<file path="src/rtl/gf_pkg.sv">
// Shared GF(2^m) Reed-Solomon constants and the syndrome-set type used by the
// syndrome units, this collector and the key-equation solver.
package gf_pkg;

    localparam int ROOTS_NUM  = 8;
    localparam int SYMB_WIDTH = 8;

    typedef logic [ROOTS_NUM-1:0][SYMB_WIDTH-1:0] synd_vec_t;

    typedef enum logic [1:0] {
        OCC_EMPTY,
        OCC_PART,
        OCC_FULL
    } occ_state_t;

    function automatic logic synd_nonzero(input synd_vec_t s);
        return |s;
    endfunction

endpackage

</file>
<file path="src/rtl/rs_synd_fifo.sv">
// Generic synchronous FIFO with registered storage, wrap-around pointers and
// an occupancy count. Push while full is ignored unless a pop happens on the same edge.
module rs_synd_fifo #(
    parameter int DEPTH = 2,
    parameter int WIDTH = 8,
    localparam int PTR_W = (DEPTH > 1) ? $clog2(DEPTH) : 1,
    localparam int CNT_W = $clog2(DEPTH + 1)
) (
    input  logic             aclk,
    input  logic             areset,
    input  logic             push,
    input  logic [WIDTH-1:0] push_data,
    input  logic             pop,
    output logic [WIDTH-1:0] pop_data,
    output logic             full,
    output logic             empty,
    output logic [CNT_W-1:0] count
);

    logic [WIDTH-1:0] mem [DEPTH];
    logic [PTR_W-1:0] wr_ptr;
    logic [PTR_W-1:0] rd_ptr;
    logic             do_push;
    logic             do_pop;

    assign full     = (count == CNT_W'(DEPTH));
    assign empty    = (count == '0);
    assign do_pop   = pop & ~empty;
    assign do_push  = push & (~full | do_pop);
    assign pop_data = mem[rd_ptr];

    // When full, a same-edge pop frees the slot at rd_ptr, which equals wr_ptr.
    always_ff @(posedge aclk) begin
        if (areset) begin
            wr_ptr <= '0;
            rd_ptr <= '0;
            count  <= '0;
        end else begin
            if (do_push) begin
                mem[wr_ptr] <= push_data;
                wr_ptr      <= wr_ptr + 1'b1;
            end
            if (do_pop) begin
                rd_ptr <= rd_ptr + 1'b1;
            end
            case ({do_push, do_pop})
                2'b10:   count <= count + 1'b1;
                2'b01:   count <= count - 1'b1;
                default: count <= count;
            endcase
        end
    end

endmodule

</file>
<file path="src/rtl/rs_syndrome_collector.sv">
// Captures the syndrome set on each codeword's tlast beat, tags it with a
// non-zero flag, and buffers it for the key-equation solver on a valid/ready stream.
module rs_syndrome_collector
    import gf_pkg::*;
#(
    parameter int ROOTS_NUM  = gf_pkg::ROOTS_NUM,
    parameter int SYMB_WIDTH = gf_pkg::SYMB_WIDTH,
    parameter int BUF_DEPTH  = 2
) (
    input  logic                                 aclk,
    input  logic                                 areset,
    input  logic                                 s_tvalid,
    input  logic                                 s_tlast,
    input  logic [ROOTS_NUM-1:0][SYMB_WIDTH-1:0] syndromes_i,
    output logic                                 m_tvalid,
    input  logic                                 m_tready,
    output logic [ROOTS_NUM-1:0][SYMB_WIDTH-1:0] m_tdata,
    output logic                                 m_err_det,
    output logic                                 overflow
);

    localparam int DATA_W = ROOTS_NUM * SYMB_WIDTH;
    localparam int CNT_W  = $clog2(BUF_DEPTH + 1);

    logic              wr_req;
    logic              rd;
    logic              err_bit;
    logic              fifo_push;
    logic [DATA_W:0]   fifo_head;
    logic              fifo_full;
    logic              fifo_empty;
    logic [CNT_W-1:0]  fifo_count;
    occ_state_t        occ;

    assign wr_req  = s_tvalid & s_tlast;
    assign rd      = m_tvalid & m_tready;
    assign err_bit = |syndromes_i;

    always_comb begin
        occ = OCC_PART;
        if (fifo_count == '0) begin
            occ = OCC_EMPTY;
        end else if (fifo_count == CNT_W'(BUF_DEPTH)) begin
            occ = OCC_FULL;
        end
    end

    // A full buffer only accepts a new set when the head leaves on the same edge.
    assign fifo_push = wr_req & (~fifo_full | rd);

    rs_synd_fifo #(
        .DEPTH (BUF_DEPTH),
        .WIDTH (DATA_W + 1)
    ) u_fifo (
        .aclk      (aclk),
        .areset    (areset),
        .push      (fifo_push),
        .push_data ({syndromes_i, err_bit}),
        .pop       (rd),
        .pop_data  (fifo_head),
        .full      (fifo_full),
        .empty     (fifo_empty),
        .count     (fifo_count)
    );

    always_ff @(posedge aclk) begin
        if (areset) begin
            overflow <= 1'b0;
        end else if (wr_req && occ == OCC_FULL && !rd) begin
            overflow <= 1'b1;
        end
    end

    // Head is masked while empty so stale or uninitialised storage never shows.
    assign m_tvalid  = ~fifo_empty;
    assign m_tdata   = m_tvalid ? fifo_head[DATA_W:1] : '0;
    assign m_err_det = m_tvalid & fifo_head[0];

endmodule

</file>
<file path="config.mk">
export PLATFORM = sky130hd
export DESIGN_NAME = rs_syndrome_collector
export DESIGN_NICKNAME = d
export VERILOG_FILES = /design/src/rtl/gf_pkg.sv /design/src/rtl/rs_synd_fifo.sv /design/src/rtl/rs_syndrome_collector.sv
export SDC_FILE = /design/constraint.sdc
export NUM_CORES = 1
export LEC_CHECK = 0
export ABC_CLOCK_PERIOD_IN_PS = 8400
export BUFFER_PORTS_ARGS = -buffer_cell sky130_fd_sc_hd__buf_2
export CAP_MARGIN = 25
export CORE_MARGIN = 2
export CORE_UTILIZATION = 52
export DETAILED_ROUTE_END_ITERATION = 10
export GPL_TIMING_DRIVEN = 0
export PLACE_DENSITY = 0.79
export SLEW_MARGIN = 5
export SYNTH_ARGS = -nofsm -noshare
export SYNTH_HDL_FRONTEND = slang
export SYNTH_SLANG_ARGS = --single-unit
</file>
<file path="constraint.sdc">
create_clock -name aclk -period 8.4 [get_ports aclk]
set_input_delay 0.42 -clock aclk [delete_from_list [all_inputs] [get_ports aclk]]
set_output_delay 0.42 -clock aclk [all_outputs]
set_load 0.02 [all_outputs]
</file>
==> run metrics, run 1 <==
outcome=finished, final reports clean; DR WL/cell=16.7 µm; Post-DRT Antenna Nets=0; hold buffers post-CTS=0; Top delay family on crit path=buffers and inverters; Routed WL=10700 µm; power per cell area=314 nW/µm²; n_diodes=0; routability cong.=0.735; Seq cells post-synth=136; Setup Buffers After CTS=0; Final Util=0.694; count leader, synth=edfxtp_1; Net count, final=562; RSZ-0062 raised after global routing=false; Leakage=2.59 nW; TritonCTS clock tree=done; FFs w/ async S/R, synth=0; IO Port Bufs=134; NetSw=0.700 mW; Via-to-Cell Ratio=5.27; Peak VDD IR=0.180 mV; Int Power=1.44 mW; CP max-delay cell=buf_2; fin crit share=0.289; ranking of synthesized cells by area=edfxtp_1, mux2i_1, nor2_1, dfxtp_1, nor4_1; Synth Net Count=396; crit-path most repeated cell=buf_2; Iteration-0 DRC Markers=124; Synth Area per Inst=16.2 µm²; worst-path cell chain=buf_2 > buf_2 > mux2i_1 > nor2_1 > buf_2; DR DRC count=0; vias in the first global route=3385; clk sinks=136; FMAX=412 MHz; kind of critical path=flip-flop to primary output; Post-synth EDFFs=130; area leader, netlist=edfxtp_1; WP data arrival=2010 ps; CTS-repair resized insts=0; Seq pwr share=0.364; crit-path max cell delay=360 ps; CTS H-tree lvls=4; clk slew on worst S/H paths=60 ps; share of layout cells above drive strength 1=0.376; total global routing overflow=0; Max Cap Viol=0; pin count of the biggest net entering global routing=17; clock power share=0.332; gate count of the mapped netlist=326; Die Y=105 µm; die footprint=11000 µm²; area delta synth->final=29.3%; Root Driver=clkbuf_8; number of fill cells=723; Final HPWL DP=7680 µm; Netlist cell types=24; # rows=36; CTS Buf Count=17; yosys warns=0; worst-path maximum fanout=10; final slew viol count=0; Finished Cell Area=6820 µm²; Switching Fraction=0.327; 1st-pass router iterations=4; Worst-Margin Slew=557 ps; Setup crit start kind=flip-flop; I/O pins=136; Comb pwr share=0.304; skew final=8.60 ps; Netlist Area Pre-Place=5280 µm²; Seq/Total Area, Yosys=0.763; Core ar.=9820 µm²; min cycle time layout=2430 ps; Req. time, crit path=7980 ps; Initial Util=0.537; All-Layer GR Usage=0.204; nature of the critical path endpoint=primary output; global-route wire length before repair=16600 µm; list of most frequent post-synthesis cells=edfxtp_1, nor2_1, mux2i_1; Die X=105 µm; worst skew pair latency=520 ps; Most used DFF post-synth=edfxtp_1; routed via count=3360; antenna violations before repair=0; Synth top area share=0.740; Final Setup Violations=0; final hold violation count=0; WP buf/inv=3; CTS max path bufs=2; max-slew headroom at the worst pin=0.627; Hold Crit Class=input pin to flip-flop; Post-DP Area=6240 µm²
-- area by class of cell --
cell class                      instances  area [µm²]  area share
Timing Repair Buffer                  147         791       0.116
Inverter                                2        7.51     0.00110
Clock buffer                           19         422      0.0618
Tap cell                              133         166      0.0244
Buffer                                 15        78.8      0.0116
Multi-Input combinational cell        173        1170       0.172
Sequential cell                       136        4020       0.590
Clock inverter                         13         155      0.0228
-- state kept, by name, summed over array words and instances, names as in the netlist, named ones only --
| register | flops |
|---|---|
| overflow | 1 |
| u_fifo.count | 2 |
| u_fifo.mem | 130 |
| u_fifo.rd_ptr | 1 |
| u_fifo.wr_ptr | 1 |
-- cell usage in the layout (no fill, tap or decap), drive strengths merged --
master / instances
nor3b: 2
edfxtp: 130
nor3: 1
or4: 1
clkbuf: 21
inv: 2
buf: 160
xor2: 2
a31oi: 1
nand2: 1
o21ai: 3
or2: 1
dfxtp: 6
clkinv: 7
xnor2: 1
a21oi: 2
bufinv: 3
ha: 1
or3: 2
nand4: 4
clkinvlp: 3
nor2: 70
nor4: 16
mux2i: 65
-- metal layers --
metal | global-route usage | vias to the layer above | routed length (µm)
met4 | 0.0848 | 0 | 176
li1 | - | 1578 | -
met3 | 0.0830 | 19 | 880
met1 | 0.228 | 1624 | 4200
met2 | 0.346 | 139 | 5410
met5 | 0 | - | 0
-- per-stage QoR --
| stage | setup TNS (ps) | total power [mW] | cells | hold slack [ps] | worst slack (ps) |
|---|---|---|---|---|---|
| floorplan | 0 | 1.23 | 326 | 467 | 2260 |
| global placement | -29130 | 1.44 | 593 | 442 | -451 |
| detailed placement | 0 | 1.45 | 606 | 452 | 5970 |
| CTS | 0 | 2.16 | 638 | 78.3 | 5980 |
| global route | 0 | 2.23 | 638 | 66.1 | 5870 |
| finish | 0 | 2.14 | 638 | 94.5 | 5970 |
-- power by group through the flow --
| stage | clock (mW) | combinational (mW) | sequential [mW] |
|---|---|---|---|
| after CTS | 0.721 | 0.659 | 0.779 |
| after floorplan | 0 | 0.435 | 0.794 |
| final | 0.712 | 0.651 | 0.779 |
| after global placement | 0 | 0.645 | 0.796 |
| after global routing | 0.750 | 0.701 | 0.781 |
| after detailed placement | 0 | 0.656 | 0.793 |
-- cells by family (layout without fill, tap and decap cells) --
logic type                 after synthesis  in the layout  share of synthesized area
AOI/OAI and AO/OA                        6              6                    0.00593
and+or+nand+nor                         98             98                     0.0842
muxes                                   65             65                      0.123
DFF                                    136            136                      0.763
xor gates and xnor gates                 3              3                    0.00498
buffers and inverters                   17            196                     0.0164
adders and majority gates                1              1                    0.00237
-- worst paths after layout --
kind,depth (start not counted),from,slack (ps),to
worst max register to register,7,u_fifo.count[0]$_SDFFE_PP0P_,6060,u_fifo.mem[0][49]$_DFFE_PP_
worst min register to register,2,overflow$_SDFFE_PP0P_,470,overflow$_SDFFE_PP0P_
worst min-delay path,1,syndromes_i[57],90,u_fifo.mem[0][58]$_DFFE_PP_
worst max-delay path,5,flip-flop,5970,m_tdata[53]
No activity file was read; power rests on OpenSTA's default activity.
==> run 2: changes to the inputs <==
ABC_CLOCK_PERIOD_IN_PS = 2260   (was 8400)
clock period = 2.26 ns   (was 8.4 ns; I/O delays follow)
==> run metrics, run 2 (same netlist as run 1, synthesis figures left out) <==
Post-DRT Antenna Nets=0; worst hold endpoint=u_fifo.rd_ptr$_SDFFE_PP0P_; kind of critical path=flip-flop to primary output; vias in the first global route=3929; Worst-Margin Slew=567 ps; WHS=60.6 ps; Core ar.=9820 µm²; TritonCTS clock tree=done; r2r worst-path depth=6; power per cell area=1070 nW/µm²; r2r startpoint=u_fifo.count[1]$_SDFFE_PP0P_; DR DRC count=0; Leakage=2.89 nW; final hold violation count=0; min cycle time layout=2090 ps; I/O pins=136; Final Util=0.771; FMAX=479 MHz; share of layout cells above drive strength 1=0.335; Worst R2R End=u_fifo.mem[1][33]$_DFFE_PP_; IO Port Bufs=134; Switching Fraction=0.330; worst-path maximum fanout=10; global-route wire length before repair=19700 µm; clock power share=0.326; CTS Buf Count=17; Peak VDD IR=0.652 mV; WP data arrival=1980 ps; Hold Crit Class=input pin to flip-flop; clk slew on worst S/H paths=60 ps; Int Power=5.45 mW; hold path startpoint=m_tready; Routed WL=12500 µm; Root Driver=clkbuf_8; pin count of the biggest net entering global routing=20; antenna violations before repair=0; Net count, final=629; # rows=36; NetSw=2.68 mW; area delta synth->final=43.5%; nature of the critical path endpoint=primary output; outcome=finished, final reports clean; reg2reg setup slack=300 ps; Final HPWL DP=7760 µm; most frequent cells in the layout=buf_2, edfxtp_1, nor2_1, dlygate4sd3_1, mux2i_1; Seq pwr share=0.357; Initial Util=0.537; routed via count=3646; DR WL/cell=17.8 µm; most common cell after layout, fill and taps aside=buf_2; Setup crit start kind=flip-flop; clk sinks=136; final slew viol count=0; Comb pwr share=0.317; hold path cells=4; setup tns final=0 ps; skew final=8.11 ps; Die X=105 µm; max reg flops=130; total global routing overflow=0; 1st-pass router iterations=4; die footprint=11000 µm²; All-Layer GR Usage=0.238; CTS H-tree lvls=4; RSZ-0062 raised after global routing=false; routability cong.=0.752; Die Y=105 µm; fin crit share=0.924; biggest regs=u_fifo.mem: 130 flops, u_fifo.count: 2 flops; n_diodes=0; worst skew pair latency=510 ps; Final Setup Violations=0; Max Cap Viol=0; Req. time, crit path=2150 ps; Iteration-0 DRC Markers=189; CTS max path bufs=2; max-slew headroom at the worst pin=0.622; Via-to-Cell Ratio=5.18; largest reg by FF count=u_fifo.mem
## run 2: changes by cell type in the layout (fill, tap and decap cells not counted), sizes merged
cell and delta:
dlygate4sd3 +70, buf -4
## run 2: worst max-delay path by stage
stage                     slack, ps  cells past startpoint                           to
after detailed placement         50                      6  u_fifo.mem[1][45]$_DFFE_PP_
after global routing             40                      5                  m_tdata[49]
after CTS                        30                      6  u_fifo.mem[1][37]$_DFFE_PP_
final                           170                      5                  m_tdata[46]
after floorplan                -600                      3   u_fifo.mem[1][0]$_DFFE_PP_
after global placement        -1440                      3  u_fifo.mem[1][45]$_DFFE_PP_
## run 2: through the flow
stage          std cells  area [µm²]  power, mW  setup slack, ps
2_1_floorplan        326        5310       4.58             -596
3_3_place_gp         593        6150       5.36            -1440
3_5_place_dp         601        6280       5.41             49.2
4_1_cts              702        7550       8.15             31.9
5_1_grt              704        7570       8.48             37.3
6_report             704        7570       8.13              171
## run 2: worst max-delay path, cell delays in order (launching register included)
cell     delay (ps)
dfxtp_1         330
buf_2           280
buf_2           370
mux2i_1         260
nor2_1           70
buf_2           160
## run 2: power by group through the flow
| stage | Clock (mW) | Combinational, mW | Sequential, mW |
|---|---|---|---|
| 3_3_place_gp | 0 | 2.40 | 2.95 |
| 6_report | 2.65 | 2.58 | 2.91 |
| 5_1_grt | 2.80 | 2.77 | 2.91 |
| 3_5_place_dp | 0 | 2.45 | 2.96 |
| 2_1_floorplan | 0 | 1.63 | 2.95 |
| 4_1_cts | 2.68 | 2.56 | 2.91 |
## run 2: area by class of cell
class | count | area, µm²
fillers | 600 | 2250
clock buffers | 18 | 418
plain buffers | 15 | 81.3
multi-input cells | 173 | 1200
repair buffers | 214 | 1520
inverters | 2 | 7.51
flip-flops and latches | 136 | 4030
well taps | 133 | 166
clock inverters | 13 | 156
## run 2: what timing repair did
action	CTS	global route
setup endpoints to repair	0	12
hold endpoints to repair	132	0
gates resized for setup	0	1
buffers inserted	0	2
hold buffers	70	0
## run 2: metal layers
layer / share of wire / wire length, µm / global-route usage
met5: 0 / 0 / 0
met1: 0.37 / 4690 / 0.265
met4: 0.0074 / 93 / 0.0829
met3: 0.060 / 754 / 0.0730
met2: 0.56 / 7000 / 0.430
==> run 3: changes to the inputs <==
REMOVE_ABC_BUFFERS = 1   (was default)
==> run metrics, run 3 (same netlist as run 1, synthesis figures left out) <==
Routed WL=12000 µm; global-route wire length before repair=19000 µm; Final Util=0.774; fin cells=698; Net count, final=622; number of fill cells=578; routability cong.=0.710; setup tns final=0 ps; TritonCTS clock tree=done; FMAX=476 MHz; share of layout cells above drive strength 1=0.340; Peak VDD IR=0.684 mV; RSZ-0062 raised after global routing=false; I/O pins=136; Die X=105 µm; biggest regs=u_fifo.mem: 130 flops, u_fifo.count: 2 flops; Leakage=2.90 nW; CTS Buf Count=17; clk slew on worst S/H paths=60 ps; Die Y=105 µm; setup ws final=159 ps; CTS H-tree lvls=4; DR WL/cell=17.1 µm; CTS max path bufs=2; Req. time, crit path=2150 ps; NetSw=2.66 mW; Hold Crit Class=input pin to flip-flop; power per cell area=1090 nW/µm²; largest reg by FF count=u_fifo.mem; max-slew headroom at the worst pin=0.652; Post-DRT Antenna Nets=0; Via-to-Cell Ratio=5.19; skew final=11.9 ps; n_diodes=0; Worst-Margin Slew=521 ps; Max Cap Viol=0; Int Power=5.62 mW; Iteration-0 DRC Markers=238; All-Layer GR Usage=0.226; Comb pwr share=0.306; dpl ws=-196 ps; WHS=30.9 ps; clk sinks=136; Switching Fraction=0.321; Root Driver=clkbuf_8; die footprint=11000 µm²; r2r worst-path depth=6; hold path cells=4; 1st-pass router iterations=4; min cycle time layout=2100 ps; most common cell after layout, fill and taps aside=buf_2; nature of the critical path endpoint=primary output; clock power share=0.334; Seq pwr share=0.361; most frequent cells in the layout=buf_2, edfxtp_1, nor2_1, dlygate4sd3_1, mux2i_1; Core ar.=9820 µm²; final slew viol count=0; worst-path maximum fanout=42; pin count of the biggest net entering global routing=43; worst skew pair latency=510 ps; DR DRC count=0; Cells after DPL=596; WP data arrival=1990 ps; max reg flops=130; fin crit share=0.930; Initial Util=0.537; # rows=36; routed via count=3623; total global routing overflow=0; antenna violations before repair=0; area delta synth->final=44.2%; Final HPWL DP=7220 µm; outcome=finished, final reports clean; vias in the first global route=3887; IO Port Bufs=135; final hold violation count=0; Final Setup Violations=0; Setup crit start kind=flip-flop; kind of critical path=flip-flop to primary output
[run 3: changes by cell type in the layout (fill, tap and decap cells not counted), moves of 3 or more]
| cell | change |
|---|---|
| dlygate4sd3_1 | -3 |
| buf_2 | -7 |
| clkbuf_8 | +3 |
| buf_8 | -5 |
| buf_6 | +9 |
[run 3: worst max-delay path, cell delays in order, from the launching register on]
cell and delay [ps]:
dfxtp_4 630, buf_16 330, mux2i_1 280, nor2_1 60, buf_2 160
[run 3: repair_timing]
item / 4_1_cts / 5_1_grt
cloned: 0 / 0
gates resized for setup: 2 / 0
endpoints found under the setup margin: 34 / 29
buffers inserted: 0 / 3
pin swaps: 0 / 2
hold buffers: 67 / 0
endpoints found under the hold margin: 134 / 0
[run 3: metrics by stage]
stage | total power [mW] | instance area, µm²
floorplan | 4.56 | 5200
global route | 8.64 | 7600
detailed placement | 5.46 | 6290
global placement | 4.79 | 6040
CTS | 8.30 | 7580
finish | 8.29 | 7600
[run 3: power groups by stage]
stage / registers, mW / clock network [mW] / logic [mW]
3_3_place_gp: 3.16 / 0 / 1.63
5_1_grt: 3.00 / 2.93 / 2.71
6_report: 2.99 / 2.76 / 2.53
3_5_place_dp: 3.04 / 0 / 2.42
4_1_cts: 2.99 / 2.79 / 2.52
2_1_floorplan: 3.10 / 0 / 1.46
[run 3: cell type report]
class / count / area (µm²) / share of cell area
flip-flops and latches: 136 / 4030 / 0.530
repair buffers: 222 / 1600 / 0.211
multi-input cells: 173 / 1190 / 0.157
clock buffers: 21 / 459 / 0.0604
well taps: 133 / 166 / 0.0219
clock inverters: 11 / 148 / 0.0194
inverters: 2 / 7.51 / 0.000987
[run 3: routing by layer]
metal / GRT usage / vias to the layer above / part of all wire
li1: - / 1688 / -
met1: 0.263 / 1781 / 0.40
met2: 0.394 / 132 / 0.53
met3: 0.0655 / 22 / 0.047
met4: 0.0914 / 0 / 0.019
met5: 0 / - / 0
[run 3: path summary, 6_finish.rpt]
check                                     from                          to  slack [ps]
hold reg to reg     u_fifo.rd_ptr$_SDFFE_PP0P_  u_fifo.rd_ptr$_SDFFE_PP0P_         520
hold / removal                        s_tvalid  u_fifo.wr_ptr$_SDFFE_PP0P_          30
setup reg to reg  u_fifo.count[0]$_SDFFE_PP0P_  u_fifo.mem[1][6]$_DFFE_PP_         190
setup / recovery                     flip-flop                  m_tdata[9]         160
